File: src/rtl/uart_rx_pkg.sv
`default_nettype none
// ============================================================================
// Package  : uart_rx_pkg
// Brief    : Shared types and constants for the UART receive drain path.
// Revision : 1.0 - initial release
// ============================================================================
package uart_rx_pkg;

  // Width of one received character.
  localparam int BYTE_W = 8;

  // Default FIFO depth (power of two, at least 2).
  localparam int DEFAULT_DEPTH = 8;

  // Default width of the saturating dropped-byte counter.
  localparam int DEFAULT_DROP_W = 8;

  // Handshake sequencer states.
  typedef enum logic [1:0] {
    IDLE     = 2'd0,
    CAPTURE  = 2'd1,
    ACK      = 2'd2,
    WAIT_CLR = 2'd3
  } drain_state_t;

endpackage : uart_rx_pkg
`default_nettype wire

File: src/rtl/rx_fifo.sv
`default_nettype none
// ============================================================================
// Module   : rx_fifo
// Brief    : First-word fall-through byte FIFO. The head entry is always
//            visible on rd_data; a pop on an empty FIFO is ignored and a push
//            into a full FIFO is only taken when a pop frees a slot in the
//            same cycle.
// Revision : 1.0 - initial release
// ============================================================================
module rx_fifo
  import uart_rx_pkg::*;
#(
  parameter int DEPTH = DEFAULT_DEPTH,
  localparam int CNT_W = $clog2(DEPTH) + 1
) (
  input  logic              clk,
  input  logic              n_rst,
  input  logic              push,
  input  logic [BYTE_W-1:0] wr_data,
  input  logic              pop,
  output logic [BYTE_W-1:0] rd_data,
  output logic              empty,
  output logic              full,
  output logic [CNT_W-1:0]  count
);

  localparam int PTR_W = $clog2(DEPTH);

  logic [BYTE_W-1:0] mem [DEPTH];
  logic [PTR_W-1:0]  wr_ptr;
  logic [PTR_W-1:0]  rd_ptr;
  logic              do_pop;
  logic              do_push;

  assign empty   = (count == '0);
  assign full    = (count == CNT_W'(DEPTH));

  // A pop is only meaningful when something is stored; a push into a full
  // FIFO is only safe when that same-cycle pop releases the head slot.
  assign do_pop  = pop && !empty;
  assign do_push = push && (!full || do_pop);

  // Fall-through read: head byte is presented without a pop request.
  assign rd_data = mem[rd_ptr];

  // Storage array; cleared on reset so the head reads zero out of reset.
  always_ff @(posedge clk or negedge n_rst) begin
    if (!n_rst) begin
      for (int i = 0; i < DEPTH; i++) begin
        mem[i] <= '0;
      end
    end else if (do_push) begin
      mem[wr_ptr] <= wr_data;
    end
  end

  // Pointers wrap naturally because DEPTH is a power of two.
  always_ff @(posedge clk or negedge n_rst) begin
    if (!n_rst) begin
      wr_ptr <= '0;
      rd_ptr <= '0;
    end else begin
      if (do_push) begin
        wr_ptr <= wr_ptr + PTR_W'(1);
      end
      if (do_pop) begin
        rd_ptr <= rd_ptr + PTR_W'(1);
      end
    end
  end

  // Occupancy tracks push/pop; simultaneous push and pop leaves it unchanged.
  always_ff @(posedge clk or negedge n_rst) begin
    if (!n_rst) begin
      count <= '0;
    end else begin
      unique case ({do_push, do_pop})
        2'b10:   count <= count + CNT_W'(1);
        2'b01:   count <= count - CNT_W'(1);
        default: count <= count;
      endcase
    end
  end

endmodule : rx_fifo
`default_nettype wire

File: src/rtl/rx_drain_ctrl.sv
`default_nettype none
// ============================================================================
// Module   : rx_drain_ctrl
// Brief    : Drains the UART receiver's single-byte buffer into a local FIFO.
//            Each data_ready is captured exactly once, acknowledged with a
//            one-cycle data_read pulse, and the sequencer then waits for the
//            receiver to drop data_ready before arming again. Bytes arriving
//            while the FIFO is full are discarded but still acknowledged, and
//            the loss is recorded in sticky status plus a saturating counter.
// Revision : 1.0 - initial release
// ============================================================================
module rx_drain_ctrl
  import uart_rx_pkg::*;
#(
  parameter int DEPTH  = DEFAULT_DEPTH,
  parameter int DROP_W = DEFAULT_DROP_W,
  localparam int CNT_W = $clog2(DEPTH) + 1
) (
  input  logic              clk,
  input  logic              n_rst,
  input  logic [BYTE_W-1:0] rx_data,
  input  logic              data_ready,
  input  logic              overrun_error,
  input  logic              framing_error,
  output logic              data_read,
  input  logic              fifo_rd,
  output logic [BYTE_W-1:0] fifo_data,
  output logic              fifo_empty,
  output logic              fifo_full,
  output logic [CNT_W-1:0]  fifo_count,
  input  logic              clear_err,
  output logic              err_framing,
  output logic              err_overrun,
  output logic              err_drop,
  output logic [DROP_W-1:0] drop_count
);

  drain_state_t      state;
  drain_state_t      state_nxt;
  logic              capture;
  logic              accept;
  logic              drop;
  logic [DROP_W-1:0] drop_base;
  logic [DROP_W-1:0] drop_count_nxt;

  // The byte is sampled in the CAPTURE cycle. A host pop in that same cycle
  // frees the head slot, so a full FIFO can still take the byte.
  assign capture = (state == CAPTURE);
  assign accept  = capture && (!fifo_full || fifo_rd);
  assign drop    = capture && !accept;

  rx_fifo #(
    .DEPTH (DEPTH)
  ) u_fifo (
    .clk     (clk),
    .n_rst   (n_rst),
    .push    (accept),
    .wr_data (rx_data),
    .pop     (fifo_rd),
    .rd_data (fifo_data),
    .empty   (fifo_empty),
    .full    (fifo_full),
    .count   (fifo_count)
  );

  // Sequencer state register; async reset also kills data_read at once.
  always_ff @(posedge clk or negedge n_rst) begin
    if (!n_rst) begin
      state <= IDLE;
    end else begin
      state <= state_nxt;
    end
  end

  // Next-state and Moore acknowledge. WAIT_CLR blocks re-capture of a
  // data_ready level the receiver has not yet withdrawn.
  always_comb begin
    state_nxt = state;
    data_read = 1'b0;
    unique case (state)
      IDLE: begin
        if (data_ready) begin
          state_nxt = CAPTURE;
        end
      end
      CAPTURE: begin
        state_nxt = ACK;
      end
      ACK: begin
        data_read = 1'b1;
        state_nxt = WAIT_CLR;
      end
      WAIT_CLR: begin
        if (!data_ready) begin
          state_nxt = IDLE;
        end
      end
      default: begin
        state_nxt = IDLE;
      end
    endcase
  end

  // Drop counter update: a clear empties it first, then a coincident drop
  // still counts, so a drop in the clearing cycle leaves the counter at one.
  always_comb begin
    drop_base      = clear_err ? '0 : drop_count;
    drop_count_nxt = drop_base;
    if (drop && (drop_base != {DROP_W{1'b1}})) begin
      drop_count_nxt = drop_base + DROP_W'(1);
    end
  end

  // Sticky status: a new event in the clearing cycle wins over the clear.
  always_ff @(posedge clk or negedge n_rst) begin
    if (!n_rst) begin
      err_framing <= 1'b0;
      err_overrun <= 1'b0;
      err_drop    <= 1'b0;
      drop_count  <= '0;
    end else begin
      err_framing <= framing_error | (err_framing & ~clear_err);
      err_overrun <= overrun_error | (err_overrun & ~clear_err);
      err_drop    <= drop | (err_drop & ~clear_err);
      drop_count  <= drop_count_nxt;
    end
  end

endmodule : rx_drain_ctrl
`default_nettype wire

File: config.mk
export PLATFORM = sky130hd
export DESIGN_NAME = rx_drain_ctrl
export DESIGN_NICKNAME = d
export VERILOG_FILES = /design/src/rtl/uart_rx_pkg.sv /design/src/rtl/rx_fifo.sv /design/src/rtl/rx_drain_ctrl.sv
export SDC_FILE = /design/constraint.sdc
export NUM_CORES = 1
export LEC_CHECK = 0
export ABC_AREA = 1
export BUFFER_PORTS_ARGS = -buffer_cell sky130_fd_sc_hd__buf_2
export CAP_MARGIN = 20
export CELL_PAD_IN_SITES_DETAIL_PLACEMENT = 1
export CELL_PAD_IN_SITES_GLOBAL_PLACEMENT = 1
export CORE_MARGIN = 1
export CORE_UTILIZATION = 42
export CTS_CLUSTER_SIZE = 16
export DETAILED_ROUTE_END_ITERATION = 7
export PLACE_DENSITY_LB_ADDON = 0.1
export SYNTH_ARGS = -nofsm -noshare
export SYNTH_HDL_FRONTEND = slang
export SYNTH_SLANG_ARGS = --single-unit
File: constraint.sdc
create_clock -name clk -period 5.55 [get_ports clk]
set_input_delay 0.555 -clock clk [delete_from_list [all_inputs] [get_ports clk]]
set_output_delay 0.555 -clock clk [all_outputs]
set_load 0.05 [all_outputs]
==> qor.csv <==
metric;value;unit
final non-filler cell total;745;
Power, Total;3070;uW
Leak;0.00266;uW
Layout area overhead;9.74;%
# rows;37;
CP max stage delay;1.00;ns
Die Y;105;um
Worst Path Arrival;3.00;ns
VDD IR max;575;uV
DRC;0;
first-pass GRT wire length;21.3;mm
Area after DPL;0.00474;sq mm
clock sinks;87;
element type at the critical path end;primary output;
Ys Warns;0;
Mapped Cells;580;
Max Freq;0.282;GHz
# port buffers;40;
CP dominant cell by count;nand2_1;
total negative slack;0;ns
via density per instance;5.27;
final count of hold timing violations;0;
Mapped Avg Cell Area;7.76;sq um
initial antenna violation count;0;
Initial DRC Count;172;
RePlAce Congestion;0.798;
crit-path cells;inv_1 -> o21ai_0 -> o22ai_1 -> nand2_1 -> nand2_1 -> buf_2;
fin nets;633;
CTS tree;yes;
Die Wd;105;um
RSZ-0062 raised after global routing;false;
hold buffers post-CTS;0;
fraction of layout cells with a size suffix above 1;13.3;%
commonest non-fill, non-tap cell in the layout;nand2_1;
Hold Crit Class;input port to async pin;
Seq cells post-synth;87;
kind of critical path;flip-flop to primary output;
Non-Filler Cell Area, Final;0.00494;sq mm
fill count;1336;
clock slew at reported path FFs;0.09;ns
Mapped Area;0.00450;sq mm
ANT nets after route;0;
Worst-Skew Late Latency;0.37;ns
Core ar.;0.0104;sq mm
Max Cap Viol;0;
skew final;0.0111;ns
commonest cells after routing, fill and taps aside;214 x nand2_1, 87 x dfrtp_1, 72 x nand3_1;
sequential area share after synthesis;48.4;%
postcts setup bufs;0;
WP data required;4.99;ns
CTS buffer count;9;
TritonRoute pass-1 iters;4;
DR vias;3927;
highest-delay cell along the critical path;dfrtp_1;
final setup fails;0;
Distinct cells, synth;28;
total grt overflow;0;
Clock Path Buffers;2;
GRT Overall Usage;24.5;%
pwr dens;622;mW/mm^2
count of pins over their slew limit;0;
min cycle time layout;3.55;ns
run status;finished clean;
CP max FO;34;
die footprint;0.0111;sq mm
DPL Wire Length;8.82;mm
clk root buf;clkbuf_8;
vias in the first global route;4194;
WL/cell;17.0;um
final WL;12.6;mm
Mapped Nets;607;
Final period util;64.0;%
PostCTS Resize Cnt;0;
pin count of the biggest net entering global routing;57;
max_slew headroom;33.4;%
antenna fix cells;0;
I/O pin cnt;41;
H-tree depth;3;
Cells after DPL;731;
Initial Utilization;43.4;%
actual slew at the worst max-slew pin;0.999;ns
startpoint types;flip-flop;
## final cells by class
class | count | area (sq um) | area share (%)
well taps | 136 | 170 | 3.45
clock inverters | 4 | 72.6 | 1.47
clock buffers | 10 | 128 | 2.59
multi-input cells | 433 | 2050 | 41.5
repair buffers | 42 | 218 | 4.41
flip-flops and latches | 87 | 2180 | 44.1
inverters | 33 | 124 | 2.51
## stage by stage
step	setup WS, ns	util, %	hold WS [ns]
6_report	2.00	47.6	0.112
2_1_floorplan	2.72	-	0.259
5_1_grt	1.72	47.6	0.136
4_1_cts	2.02	47.6	0.119
3_5_place_dp	2.48	45.7	0.456
3_3_place_gp	2.61	45.7	0.451
## worst max-delay path, delay by kind of cell, from the launching register on
kind            cells  cell delay, ns
flops               1            1.00
buf+inv             2            0.94
compound gates      2            0.51
simple gates        2            0.18
## flip-flops by register name (all words and copies together), names as in the netlist
| signal | cells |
|---|---|
| state | 2 |
| u_fifo.mem | 64 |
| u_fifo.count | 4 |
| drop_count | 8 |
| err_overrun | 1 |
| u_fifo.wr_ptr | 3 |
| u_fifo.rd_ptr | 3 |
| err_drop | 1 |
| err_framing | 1 |
## path summary, 6_finish.rpt
| kind | depth (start not counted) | slack, ns | startpoint | endpoint |
|---|---|---|---|---|
| setup / recovery | 6 | 2.00 | u_fifo.rd_ptr[0]$_DFFE_PN0P_ | fifo_data[0] |
| hold / removal | 1 | 0.11 | n_rst | u_fifo.mem[58]$_DFFE_PN0P_ |
| setup reg to reg | 8 | 3.12 | state[1]$_DFFE_PN0P_ | u_fifo.mem[39]$_DFFE_PN0P_ |
| hold reg to reg | 2 | 0.47 | u_fifo.mem[23]$_DFFE_PN0P_ | u_fifo.mem[23]$_DFFE_PN0P_ |
| max in group asynchronous | 2 | 4.33 | n_rst | u_fifo.mem[16]$_DFFE_PN0P_ |
| min in group clk | 2 | 0.37 | overrun_error | err_overrun$_DFF_PN0_ |
## cells in the mapped netlist
| cell | number | share of area, % |
|---|---|---|
| a21oi_1 | 2 | 0.22 |
| buf_1 | 1 | 0.083 |
| xor2_1 | 7 | 1.4 |
| ha_1 | 11 | 3.1 |
| fa_1 | 1 | 0.45 |
| o22ai_1 | 16 | 2.2 |
| xnor2_1 | 3 | 0.58 |
| inv_1 | 29 | 2.4 |
| nand4_1 | 1 | 0.14 |
| or2_2 | 1 | 0.14 |
| nor2_4 | 1 | 0.25 |
| nor3_1 | 1 | 0.11 |
| dfrtp_1 | 87 | 48 |
| nor4_1 | 1 | 0.14 |
| nor2_1 | 43 | 3.6 |
| buf_4 | 2 | 0.33 |
| nor2_2 | 9 | 1.3 |
| o21ai_0 | 37 | 4.1 |
| nand3_2 | 1 | 0.22 |
| buf_6 | 5 | 1.3 |
| a21o_1 | 2 | 0.33 |
| o21ai_2 | 1 | 0.19 |
| nand2_2 | 9 | 1.3 |
| inv_2 | 4 | 0.33 |
| nand2_1 | 214 | 18 |
| nand3_1 | 72 | 8.0 |
| buf_2 | 3 | 0.33 |
| clkbuf_1 | 16 | 1.3 |
## per-layer routing
metal  part of all wire, %  wire (um)  up-vias  GRT usage, %
li1                      -          -     1906             -
met1                    45       5740     1944          31.4
met2                    50       6330       59          42.4
met3                   2.5        311       18          3.40
met4                   1.9        239        0          8.35
met5                     0          0        -             0
## cell families after synthesis
kind of cell             share of synthesized area [%]
buffers and inverters                             6.09
flip-flops                                        48.4
adder cells (fa/ha/maj)                           3.50
XOR/XNOR                                          1.95
AND/OR/NAND/NOR                                   33.0
AO/OA/AOI/OAI                                     7.09
## power breakdown
part	switching [uW]	total, uW	internal (uW)
logic	1050	1470	416
registers	239	1120	880
clock network	234	483	248
(Power assumes the default switching activity.)
